`src/rtl/branch_resolve_queue_if.sv`:
```
// Predictor-to-queue handshake plus the resolution and update-packet bus of branch_resolve_queue.
// The master modport is the predictor/resolution side, and the slave modport is the queue.
interface branch_resolve_queue_if #(
    parameter int M = 2
);
    logic          pred_valid;
    logic          pred_ready;
    logic [31:0]   pred_pc;
    logic          pred_taken;
    logic [M-1:0]  pred_ghr;
    logic          res_valid;
    logic          res_taken;
    logic          upd_valid;
    logic [31:0]   upd_pc;
    logic          upd_taken;
    logic [M-1:0]  upd_ghr;
    logic          upd_mispredict;
    logic          flush;

    modport master (
        output pred_valid, pred_pc, pred_taken, pred_ghr, res_valid, res_taken,
        input  pred_ready, upd_valid, upd_pc, upd_taken, upd_ghr, upd_mispredict, flush
    );

    modport slave (
        input  pred_valid, pred_pc, pred_taken, pred_ghr, res_valid, res_taken,
        output pred_ready, upd_valid, upd_pc, upd_taken, upd_ghr, upd_mispredict, flush
    );
endinterface

```
`src/rtl/branch_resolve_queue.sv`:
```
// In-order queue of in-flight branch predictions that emits registered update packets and flushes on a mispredict.
// Defining BRQ_STATS_EN builds the saturating correct/total resolution counters; otherwise both counters read as 0.
module branch_resolve_queue #(
    parameter int M     = 2,
    parameter int DEPTH = 4,
    parameter int CNT_W = 32
) (
    input  logic                         i_clk,
    input  logic                         i_reset,
    branch_resolve_queue_if.slave        brq,
    output logic [$clog2(DEPTH+1)-1:0]   o_count,
    output logic [CNT_W-1:0]             o_correct_cnt,
    output logic [CNT_W-1:0]             o_total_cnt
);
    localparam int PW = $clog2(DEPTH);
    localparam int CW = $clog2(DEPTH+1);

    logic [31:0]   r_pc  [DEPTH];
    logic          r_tk  [DEPTH];
    logic [M-1:0]  r_ghr [DEPTH];
    logic [PW-1:0] r_head, r_tail;
    logic [CW-1:0] r_count;

    logic          r_upd_valid, r_upd_taken, r_upd_mis, r_flush;
    logic [31:0]   r_upd_pc;
    logic [M-1:0]  r_upd_ghr;

    logic w_ready, w_push, w_pop, w_mis;

    assign w_ready = (r_count < CW'(DEPTH)) && !i_reset;
    assign w_push  = brq.pred_valid && w_ready;
    assign w_pop   = brq.res_valid && (r_count != '0);
    assign w_mis   = w_pop && (r_tk[r_head] != brq.res_taken);

    // A push that coincides with a mispredict is dropped, so the write is gated too.
    always_ff @(posedge i_clk) begin
        if (w_push && !w_mis) begin
            r_pc[r_tail]  <= brq.pred_pc;
            r_tk[r_tail]  <= brq.pred_taken;
            r_ghr[r_tail] <= brq.pred_ghr;
        end
    end

    always_ff @(posedge i_clk) begin
        if (i_reset) begin
            r_head      <= '0;
            r_tail      <= '0;
            r_count     <= '0;
            r_upd_valid <= 1'b0;
            r_upd_taken <= 1'b0;
            r_upd_mis   <= 1'b0;
            r_upd_pc    <= '0;
            r_upd_ghr   <= '0;
            r_flush     <= 1'b0;
        end else begin
            r_upd_valid <= w_pop;
            r_flush     <= w_mis;
            if (w_pop) begin
                r_upd_pc    <= r_pc[r_head];
                r_upd_ghr   <= r_ghr[r_head];
                r_upd_taken <= brq.res_taken;
                r_upd_mis   <= w_mis;
            end
            if (w_mis) begin
                r_head  <= '0;
                r_tail  <= '0;
                r_count <= '0;
            end else begin
                if (w_push) r_tail <= r_tail + 1'b1;
                if (w_pop)  r_head <= r_head + 1'b1;
                r_count <= r_count + CW'(w_push) - CW'(w_pop);
            end
        end
    end

`ifdef BRQ_STATS_EN
    logic [CNT_W-1:0] r_correct_cnt, r_total_cnt;

    always_ff @(posedge i_clk) begin
        if (i_reset) begin
            r_correct_cnt <= '0;
            r_total_cnt   <= '0;
        end else begin
            if (w_pop && (r_total_cnt != '1))
                r_total_cnt <= r_total_cnt + 1'b1;
            if (w_pop && !w_mis && (r_correct_cnt != '1))
                r_correct_cnt <= r_correct_cnt + 1'b1;
        end
    end

    assign o_correct_cnt = r_correct_cnt;
    assign o_total_cnt   = r_total_cnt;
`else
    assign o_correct_cnt = '0;
    assign o_total_cnt   = '0;
`endif

    assign brq.pred_ready     = w_ready;
    assign brq.upd_valid      = r_upd_valid;
    assign brq.upd_pc         = r_upd_pc;
    assign brq.upd_taken      = r_upd_taken;
    assign brq.upd_ghr        = r_upd_ghr;
    assign brq.upd_mispredict = r_upd_mis;
    assign brq.flush          = r_flush;
    assign o_count            = r_count;
endmodule

```
`src/flat_wrapper.sv`:
```
// flat-port wrapper written by rule: the top's interface ports become plain ports
module branch_resolve_queue_flat 
#(
    parameter int M     = 2,
    parameter int DEPTH = 4,
    parameter int CNT_W = 32
)
  (i_clk, i_reset, o_count, o_correct_cnt, o_total_cnt, brq_pred_valid, brq_pred_pc, brq_pred_taken, brq_pred_ghr, brq_res_valid, brq_res_taken, brq_pred_ready, brq_upd_valid, brq_upd_pc, brq_upd_taken, brq_upd_ghr, brq_upd_mispredict, brq_flush);
  branch_resolve_queue_if #(.M(M)) brq_i ();
  input  logic i_clk;
  input  logic i_reset;
  output logic [$clog2(DEPTH+1)-1:0] o_count;
  output logic [CNT_W-1:0] o_correct_cnt;
  output logic [CNT_W-1:0] o_total_cnt;
  input wire logic [$bits(brq_i.pred_valid)-1:0] brq_pred_valid;
  input wire logic [$bits(brq_i.pred_pc)-1:0] brq_pred_pc;
  input wire logic [$bits(brq_i.pred_taken)-1:0] brq_pred_taken;
  input wire logic [$bits(brq_i.pred_ghr)-1:0] brq_pred_ghr;
  input wire logic [$bits(brq_i.res_valid)-1:0] brq_res_valid;
  input wire logic [$bits(brq_i.res_taken)-1:0] brq_res_taken;
  output wire logic [$bits(brq_i.pred_ready)-1:0] brq_pred_ready;
  output wire logic [$bits(brq_i.upd_valid)-1:0] brq_upd_valid;
  output wire logic [$bits(brq_i.upd_pc)-1:0] brq_upd_pc;
  output wire logic [$bits(brq_i.upd_taken)-1:0] brq_upd_taken;
  output wire logic [$bits(brq_i.upd_ghr)-1:0] brq_upd_ghr;
  output wire logic [$bits(brq_i.upd_mispredict)-1:0] brq_upd_mispredict;
  output wire logic [$bits(brq_i.flush)-1:0] brq_flush;
  assign brq_i.pred_valid = brq_pred_valid;
  assign brq_i.pred_pc = brq_pred_pc;
  assign brq_i.pred_taken = brq_pred_taken;
  assign brq_i.pred_ghr = brq_pred_ghr;
  assign brq_i.res_valid = brq_res_valid;
  assign brq_i.res_taken = brq_res_taken;
  assign brq_pred_ready = brq_i.pred_ready;
  assign brq_upd_valid = brq_i.upd_valid;
  assign brq_upd_pc = brq_i.upd_pc;
  assign brq_upd_taken = brq_i.upd_taken;
  assign brq_upd_ghr = brq_i.upd_ghr;
  assign brq_upd_mispredict = brq_i.upd_mispredict;
  assign brq_flush = brq_i.flush;
  branch_resolve_queue #(.M(M), .DEPTH(DEPTH), .CNT_W(CNT_W)) u_core (.i_clk(i_clk), .i_reset(i_reset), .brq(brq_i), .o_count(o_count), .o_correct_cnt(o_correct_cnt), .o_total_cnt(o_total_cnt));
endmodule
```
`config.mk`:
```
export PLATFORM = sky130hd
export DESIGN_NAME = branch_resolve_queue_flat
export DESIGN_NICKNAME = d
export VERILOG_FILES = /design/src/rtl/branch_resolve_queue_if.sv /design/src/rtl/branch_resolve_queue.sv /design/src/flat_wrapper.sv
export SDC_FILE = /design/constraint.sdc
export NUM_CORES = 1
export LEC_CHECK = 0
export CAP_MARGIN = 15
export CORE_MARGIN = 2
export CORE_UTILIZATION = 40
export CTS_CLUSTER_DIAMETER = 30
export CTS_CLUSTER_SIZE = 8
export DETAILED_ROUTE_END_ITERATION = 8
export GPL_ROUTABILITY_DRIVEN = 0
export PLACE_DENSITY = 0.61
export SLEW_MARGIN = 20
export SYNTH_ARGS = -nofsm -noshare
export SYNTH_HDL_FRONTEND = slang
export SYNTH_SLANG_ARGS = --single-unit
```
`constraint.sdc`:
```
create_clock -name i_clk -period 4.5 [get_ports i_clk]
set_input_delay 1.35 -clock i_clk [delete_from_list [all_inputs] [get_ports i_clk]]
set_output_delay 1.35 -clock i_clk [all_outputs]
set_load 0.02 [all_outputs]
```
* After elaboration in Yosys (flattened, before gate mapping)
Memory sizes are Yosys's and may differ from the RTL's. A register that Yosys moved wholly into a read port is not among the register bits.
Cells that the tools add are included.
Widths: inputs -> output; s select.
** Storage, ports and cells
- Word-level logic and storage cells :: 29
- Output and inout bits :: 106
- Input port bits :: 40
- Memories kept :: 3
- Register bits after elaboration :: 11
- RAM bits :: 140
** Cells by class
- Add/sub/neg operators :: 4
- Reduce and logical (&&, ||, !) cells :: 9
- $lt $le $gt $ge :: 1
- Equality and inequality tests :: 1
- Muxes and demuxes :: 4
** Memories
- u_core.r_pc :: depth 4, bits a word 32, rd ports 1, clocked after memory_dff 1, write ports 1, line branch_resolve_queue.sv:18 : logic [31:0] r_pc [DEPTH];
- u_core.r_ghr :: depth 4, bits a word 2, rd ports 1, clocked after memory_dff 1, write ports 1, line branch_resolve_queue.sv:20 : logic [M-1:0] r_ghr [DEPTH];
- u_core.r_tk :: depth 4, bits a word 1, rd ports 1, clocked after memory_dff 1, write ports 1, line branch_resolve_queue.sv:19 : logic r_tk [DEPTH];
** Operators with widths (number)
- $logic_and 1x1->1 :: 5
- $add 2x1->2 const B :: 2
- $mux 2 :: 2
- $add 3x1->3 :: 1
- $lt 3x3->1 const B :: 1
- $reduce_bool 3->1 :: 1
- $sub 3x1->3 :: 1
- $logic_not 1->1 :: 2
- $mux 1 :: 2
- $reduce_or 2->1 :: 1
- $ne 1x1->1 :: 1

* Logic depth before layout (Yosys ltp)
Gate-level depths: netlist (run 1).
- Depth after elaboration :: 7
- Gate-level depth with buffers :: 10
- Gate-level depth less buffers :: 9

* Worst setup path before layout (run 1)
Ideal clock, no wire load.
- Kind :: in2reg
- From :: in i_reset
- To :: mem u_core.r_ghr[0][0] (enable)
- Setup time :: 0.395 ns
- Data required time :: 4.105 ns
- Stages :: 4
- Data arrival time :: 3.161 ns
- Slack :: 0.943 ns
- Buffers on the path :: 1
- Cells stage by stage :: clkbuf_1 -> nor3b_1 -> a21boi_0 -> and2_1
** Between the ends
- Word-level cells in the longest chain between the ends :: 6
** Ends and longest elaborated chain
- start, declared :: line flat_wrapper.sv:11 : input logic i_reset;
- $logic_not 1->1 :: line branch_resolve_queue.sv:30 : assign w_ready = (r_count < CW'(DEPTH)) && !i_reset;
- $logic_and 1x1->1 :: line branch_resolve_queue.sv:30
- $logic_and 1x1->1 :: line branch_resolve_queue.sv:31 : assign w_push = brq.pred_valid && w_ready;
- via u_core.w_push :: line branch_resolve_queue.sv:28 : logic w_ready, w_push, w_pop, w_mis;
- $logic_and 1x1->1 :: line branch_resolve_queue.sv:37 : if (w_push && !w_mis) begin
- $mux 1 :: line branch_resolve_queue.sv:37
- $mux 1 (not written as such) :: line branch_resolve_queue.sv:40 : r_ghr[r_tail] <= brq.pred_ghr;
- end, declared :: line branch_resolve_queue.sv:20
The timed path passes the listed nets, and every way through them passes these cells.

* Worst setup path in the final report (run 1)
- From :: in i_reset
- To :: out brq_pred_ready
** Between the ends
- Word-level cells in the longest chain between the ends :: 2
** Ends and longest elaborated chain
- $logic_not 1->1 :: line branch_resolve_queue.sv:30
- $logic_and 1x1->1 :: line branch_resolve_queue.sv:30
- end, declared :: line flat_wrapper.sv:21 : output wire logic [$bits(brq_i.pred_ready)-1:0] brq_pred_ready;
Every way passes these cells.

==> results of run 1 <==
worst max-delay path by stage:
stage | slack, ns | depth (start not counted) | startpoint | endpoint
finish | 0.99 | 3 | i_reset | brq_pred_ready
global route | 0.93 | 3 | i_reset | brq_pred_ready
CTS | 0.97 | 3 | i_reset | brq_pred_ready
detailed placement | 0.80 | 6 | brq_pred_valid | u_core.r_pc[0][16]
global placement | 0.90 | 6 | brq_pred_valid | u_core.r_pc[0][16]
floorplan | 0.94 | 4 | i_reset | u_core.r_ghr[0][0]
cells in the final DEF, fill, tap and decap left out, drive strengths merged:
master and count:
clkbuf 18, a21oi 40, clkdlybuf4s50 80, nand2 74
clkinvlp 4, or4 1, clkinv 6, xor2 1
a21boi 1, nor3b 1, conb 64, xnor2 3
fa 1, dfxtp 47, o31ai 1, edfxtp 140
a31oi 1, and2 6, inv 12, or3b 1
mux4 35, a21o 1, ha 6, nor2 7
buf 10, or3 1
flip-flops by register name, indices dropped and copies added, names as in the netlist, 2 cells and up, named ones only:
signal,count
u_core.o_count,3
u_core.r_ghr,8
u_core.brq.upd_ghr,2
u_core.r_head,2
u_core.brq.upd_pc,32
u_core.r_tk,4
u_core.r_pc,128
u_core.r_tail,2
layer usage:
layer | routed length, um | up-vias | GRT usage (%) | part of all wire, %
met5 | 0 | - | 0 | 0
met4 | 155 | 0 | 5.10 | 1.2
met3 | 875 | 18 | 3.87 | 6.7
met2 | 6290 | 155 | 22.7 | 48
met1 | 5740 | 1839 | 18.5 | 44
li1 | - | 1727 | - | -
power by group through the flow:
stage                     Sequential [mW]  Clock [mW]  Combinational [mW]
final                                2.11        1.34               0.921
after CTS                            2.12        1.38               0.944
after global routing                 2.14        1.44                1.01
after global placement               2.15           0               0.926
after detailed placement             2.15           0               0.939
after floorplan                      2.20           0               0.549
per-stage QoR:
stage	utilization, %	total power, mW	hold WS (ns)	instance area [sq um]
after floorplan	-	2.75	0.533	7500
after global placement	45.3	3.07	0.446	8120
after CTS	48.3	4.44	0.456	8640
after global routing	48.3	4.58	0.470	8640
final	48.3	4.37	0.455	8640
after detailed placement	45.3	3.09	0.448	8120
area by class of cell:
type | count | area share [%]
clock buffer | 18 | 4.97
clock inverter | 14 | 1.10
inverter | 8 | 0.348
multi-input combinational | 245 | 20.6
sequential | 187 | 59.6
tap | 229 | 3.32
timing repair buffer | 90 | 10.1
cell families (layout without fill, tap and decap cells):
| logic type | Yosys count | count (layout) | synth area share (%) |
|---|---|---|---|
| DFF | 187 | 187 | 70.8 |
| other | 1 | 64 | 0.0516 |
| muxes | 35 | 35 | 10.8 |
| buffers and inverters | 93 | 130 | 8.23 |
| xor gates and xnor gates | 4 | 4 | 0.482 |
| adders and majority gates | 7 | 7 | 1.31 |
| AOI/OAI and AO/OA | 44 | 44 | 3.15 |
| and+or+nand+nor | 91 | 91 | 5.11 |
worst reg2reg max path: stages, from the launching register on:
cell and delay [ns]:
dfxtp_1 0.33, mux4_2 0.52, xor2_1 0.21, a21boi_0 0.39, and2_2 0.34, buf_4 0.43
==> results.json, run 1 <==
{
  "status": "finished, final reports clean",
  "start_util_pct": 40.6,
  "intPower_mw": 3.12,
  "syn_inst": 462,
  "slew_headroom_pct": 35.6,
  "post_drt_wl_per_cell_um": 16.5,
  "cpLargestDelayFamily": "buffers and inverters",
  "antenna_found_initial": 0,
  "coreArea_sq_mm": 0.0179,
  "leakage_nw": 2.89,
  "fin_crit_ns": 3.51,
  "pwr-share-seq_pct": 48.3,
  "maxCapViolations": 0,
  "rrSetupSlack_ns": 1.93,
  "synth_seq_cells": 187,
  "power.share.switching_pct": 28.7,
  "synthTopCellsByCount": "140 x edfxtp_1, 74 x nand2_1, 65 x buf_4, 47 x dfxtp_1, 40 x a21oi_1",
  "synth_edf_count": 140,
  "synth_warnings": 0,
  "io_pins": 146,
  "cts_tree": "done",
  "timing.fmax_mhz": 285,
  "cts_hold_buf": 0,
  "worstHoldEndpoint": "u_core.brq.upd_ghr[1]",
  "switchingPower_mw": 1.25,
  "crit_path_end_kind": "output port",
  "cp_cell_sequence": "buf_2, nor2_1, clkdlybuf4s50_1",
  "slowest_delay_ns": 0.61,
  "dp.cells": 759,
  "cts.sinks": 187,
  "fin_skew_ns": 0.00991,
  "detail-route-antenna-nets": 0,
  "synth_top_cell_by_area": "edfxtp_1",
  "rr_worst_depth": 5,
  "hold_start": "u_core.brq.upd_ghr[1]",
  "fin_nets": 596,
  "grt_max_degree": 44,
  "finalWirelength_mm": 13.1,
  "synthFlopType": "edfxtp_1",
  "worstHoldPathCells": 2,
  "power_frac_comb_pct": 21.1,
  "die_h_um": 139,
  "clock_path_buffers": 2,
  "synth_top_area_share_pct": 57.9,
  "crit_type": "input port to output port",
  "r2r-end": "u_core.r_pc[0][5]",
  "post-dp-hpwl_mm": 7.72,
  "first_iter_violations": 241,
  "cts_setup_buffers": 0,
  "cts_root_buffer": "clkbuf_16",
  "numCtsBuffers": 17,
  "first_global_vias": 3767,
  "worst_ep_arrival_time_ns": 2.16,
  "regArea_sq_mm": 0.00515,
  "p_clk_share_pct": 30.6,
  "slowest_stage": "clkdlybuf4s50_1",
  "setup_violations": 0,
  "synthArstFlopShare_pct": 0,
  "syn_area_per_cell_sq_um": 15.7,
  "vias": 3739,
  "n_fill_cell": 1528,
  "fin_ws_ns": 0.988,
  "dr.pass1.iters": 4,
  "critPathLaunchType": "input port",
  "multi_input_area_sq_mm": 0.00178,
  "grt-ovfl-total": 0,
  "antenna_cells": 0,
  "clk_pin_slew_ns": 0.07,
  "grt_usage_pct": 14.1,
  "via_per_inst": 4.73,
  "fin_cells": 791,
  "synth_cell_type_count": 25,
  "ys_top_cells_by_area": "edfxtp_1 58%, dfxtp_1 13%, mux4_2 11%, buf_4 6.7%, nand2_1 3.8%",
  "portBuffers": 81,
  "drive_gt1_share_pct": 14.6,
  "insertion_delay_ns": 0.43,
  "drc_errors": 0,
  "grt_pass1_wl_mm": 20.6,
  "timing_hold_violations_final": 0,
  "worstPathRequired_ns": 3.15,
  "fp.dieArea_sq_mm": 0.0193,
  "yosysMostFrequentCell": "edfxtp_1",
  "pwr_density_cell_mw_per_mm2": 506,
  "ys_seq_area_share_pct": 70.8,
  "cts_resized": 0,
  "hp-class": "flop to flop",
  "critPathBufInv": 2,
  "fin_setup_tns_ns": 0,
  "max_slew.worst_pin.slew_ns": 0.965,
  "rsz0062_at_grt": "false",
  "period_share_pct": 78.1,
  "synth_area_sq_mm": 0.00727,
  "row_count": 49,
  "cts.htree.levels": 4,
  "syn_to_final_growth_pct": 18.9,
  "dieWidth_um": 139,
  "crit_fanout": 3,
  "irDropWorstVdd_uv": 285,
  "place_worst_setup_slack_ns": 0.796,
  "slew_viol_final": 0
}
(Power assumes the default switching activity.)
==> inputs of run 2 (changes only) <==
--- a/config.mk
+++ b/config.mk
@@ -12,7 +12,7 @@
 export CTS_CLUSTER_SIZE = 8
 export DETAILED_ROUTE_END_ITERATION = 8
 export GPL_ROUTABILITY_DRIVEN = 0
-export PLACE_DENSITY = 0.61
+export PLACE_DENSITY = 0.63
 export SLEW_MARGIN = 20
 export SYNTH_ARGS = -nofsm -noshare
 export SYNTH_HDL_FRONTEND = slang
==> constraint.sdc (replaced) <==
create_clock -name i_clk -period 3.1 [get_ports i_clk]
set_input_delay 0.93 -clock i_clk [delete_from_list [all_inputs] [get_ports i_clk]]
set_output_delay 0.93 -clock i_clk [all_outputs]
set_load 0.02 [all_outputs]
==> run 2 against run 1 <==
  * Register-to-register slack got worse by 1.0 ns
  * Design area increased by 3.4%
  * Sequential power increased by 44%
  * Via count increased by 2.6%
  * Setup slack got worse by 0.55 ns
  * Routed wire length increased by 4.5%
  * Core utilization increased by 1.6 points
  * Total power increased by 60%
  * Largest power group unchanged
  * Sequential share of layout area decreased by 1.9 points
  * Sequential cell count unchanged
  * Final cell count increased by 0.76%
  * Clock power increased by 89%
==> results.json, run 2 (same netlist as run 1, synthesis figures left out) <==
{
  "status": "finished, final reports clean",
  "first_iter_violations": 215,
  "fin_hold_ws_ns": 0.454,
  "cts_root_buffer": "clkbuf_16",
  "startpoint": "i_reset",
  "fin_skew_ns": 0.0104,
  "drc_errors": 0,
  "rrSetupSlack_ns": 0.88,
  "endpoint": "brq_pred_ready",
  "clk_pin_slew_ns": 0.07,
  "fp.dieArea_sq_mm": 0.0193,
  "finish.utilization_pct": 49.9,
  "worstPathRequired_ns": 2.17,
  "maxCapViolations": 0,
  "via_per_inst": 4.81,
  "numCtsBuffers": 17,
  "final_common_cell": "edfxtp_1",
  "syn_to_final_growth_pct": 22.9,
  "use_met1_pct": 18.8,
  "irDropWorstVdd_uv": 543,
  "r2r-end": "u_core.r_pc[2][24]",
  "largest_reg_flops": 128,
  "max_slew.worst_pin.slew_ns": 1.01,
  "critPathLaunchType": "input port",
  "grt_usage_pct": 14.7,
  "antenna_cells": 0,
  "pwr_density_cell_mw_per_mm2": 782,
  "portBuffers": 81,
  "cts.htree.levels": 4,
  "clock_path_buffers": 2,
  "grt_pass1_wl_mm": 21.6,
  "worst_ep_arrival_time_ns": 1.73,
  "fin_setup_tns_ns": 0,
  "grtUsageMet2_pct": 24.6,
  "crit_path_end_kind": "output port",
  "setup_violations": 0,
  "crit_type": "input port to output port",
  "grt-ovfl-total": 0,
  "timing.fmax_mhz": 375,
  "hp-class": "flop to flop",
  "crit_fanout": 3,
  "cts_hold_buf": 0,
  "slew_viol_final": 0,
  "largest-register": "u_core.r_pc",
  "coreArea_sq_mm": 0.0179,
  "fin_crit_ns": 2.66,
  "grt.met3_usage_pct": 3.38,
  "antenna_found_initial": 0,
  "final_cell_mix": "140 x edfxtp_1, 80 x clkdlybuf4s50_1, 74 x nand2_1, 64 x conb_1, 45 x dfxtp_1",
  "post-dp-hpwl_mm": 8.41,
  "rr_worst_depth": 6,
  "period_share_pct": 85.9,
  "cts.sinks": 187,
  "start_util_pct": 40.6,
  "first_global_vias": 3998,
  "detail-route-antenna-nets": 0,
  "insertion_delay_ns": 0.43,
  "fin_nets": 602,
  "top_usage_layer": "met2",
  "grt_max_degree": 44,
  "finalWirelength_mm": 13.7,
  "dr.pass1.iters": 4,
  "slew_headroom_pct": 32.9,
  "drive_gt1_share_pct": 15.8,
  "cts_tree": "done",
  "vias": 3835,
  "cts_setup_buffers": 0,
  "die_h_um": 139,
  "post_drt_wl_per_cell_um": 17.1,
  "rsz0062_at_grt": "false",
  "cts_resized": 0,
  "row_count": 49,
  "timing_hold_violations_final": 0,
  "leakage_nw": 3.03,
  "io_pins": 146,
  "dieWidth_um": 139
}
-- run 2: critical path, stage by stage --
cell             delay, ns
buf_2                 0.11
nor2_1                0.09
clkdlybuf4s50_1       0.61
-- run 2: how the worst min path moves through the flow --
stage	from	to	slack, ns	depth (start not counted)
after floorplan	u_core.brq.upd_ghr[0]	u_core.brq.upd_ghr[0]	0.53	2
after global placement	u_core.brq.upd_pc[14]	u_core.brq.upd_pc[14]	0.45	2
after detailed placement	u_core.brq.upd_pc[1]	u_core.brq.upd_pc[1]	0.45	2
after CTS	u_core.brq.upd_pc[1]	u_core.brq.upd_pc[1]	0.46	2
after global routing	u_core.brq.upd_pc[11]	u_core.brq.upd_pc[11]	0.48	2
final	u_core.brq.upd_pc[2]	u_core.brq.upd_pc[2]	0.45	2
-- run 2: power by group --
part           internal, mW  switching (mW)  total (mW)
registers              2.92           0.118        3.04
logic                 0.613           0.810        1.42
clock network          1.61           0.914        2.53
total                  5.14            1.84        6.99
-- run 2: per-stage QoR --
stage	area (sq um)	instances	setup slack, ns	power [mW]
detailed placement	8220	765	0.148	4.54
global route	8930	797	0.395	7.30
global placement	8220	765	0.202	4.50
CTS	8930	797	0.429	7.07
finish	8930	797	0.436	6.99
floorplan	7510	525	0.326	3.99
-- run 2: layout make-up --
cell class,count,area [sq um]
Clock buffer,20,478
Clock inverter,12,230
Fill cell,1485,8970
Inverter,8,30.0
Multi-Input combinational cell,245,1780
Sequential cell,187,5150
Tap cell,229,287
Timing Repair Buffer,96,981
-- run 2: routing by layer --
layer | share of wire [%] | routed length, um | vias to the layer above
met3 | 5.6 | 764 | 20
met5 | 0 | 0 | -
li1 | - | - | 1742
met2 | 49 | 6730 | 149
met4 | 1.6 | 212 | 0
met1 | 44 | 5950 | 1924
==> inputs of run 3 (changes only) <==
--- a/config.mk
+++ b/config.mk
@@ -5,13 +5,14 @@
 export SDC_FILE = /design/constraint.sdc
 export NUM_CORES = 1
 export LEC_CHECK = 0
-export CAP_MARGIN = 15
+export CAP_MARGIN = 10
 export CORE_MARGIN = 2
 export CORE_UTILIZATION = 40
 export CTS_CLUSTER_DIAMETER = 30
 export CTS_CLUSTER_SIZE = 8
 export DETAILED_ROUTE_END_ITERATION = 8
 export GPL_ROUTABILITY_DRIVEN = 0
+export HOLD_SLACK_MARGIN = 0.02
 export PLACE_DENSITY = 0.63
 export SLEW_MARGIN = 20
 export SYNTH_ARGS = -nofsm -noshare
==> results of run 3 <==
Same layout as run 2: the final DEF is identical, and so are final timing and power.
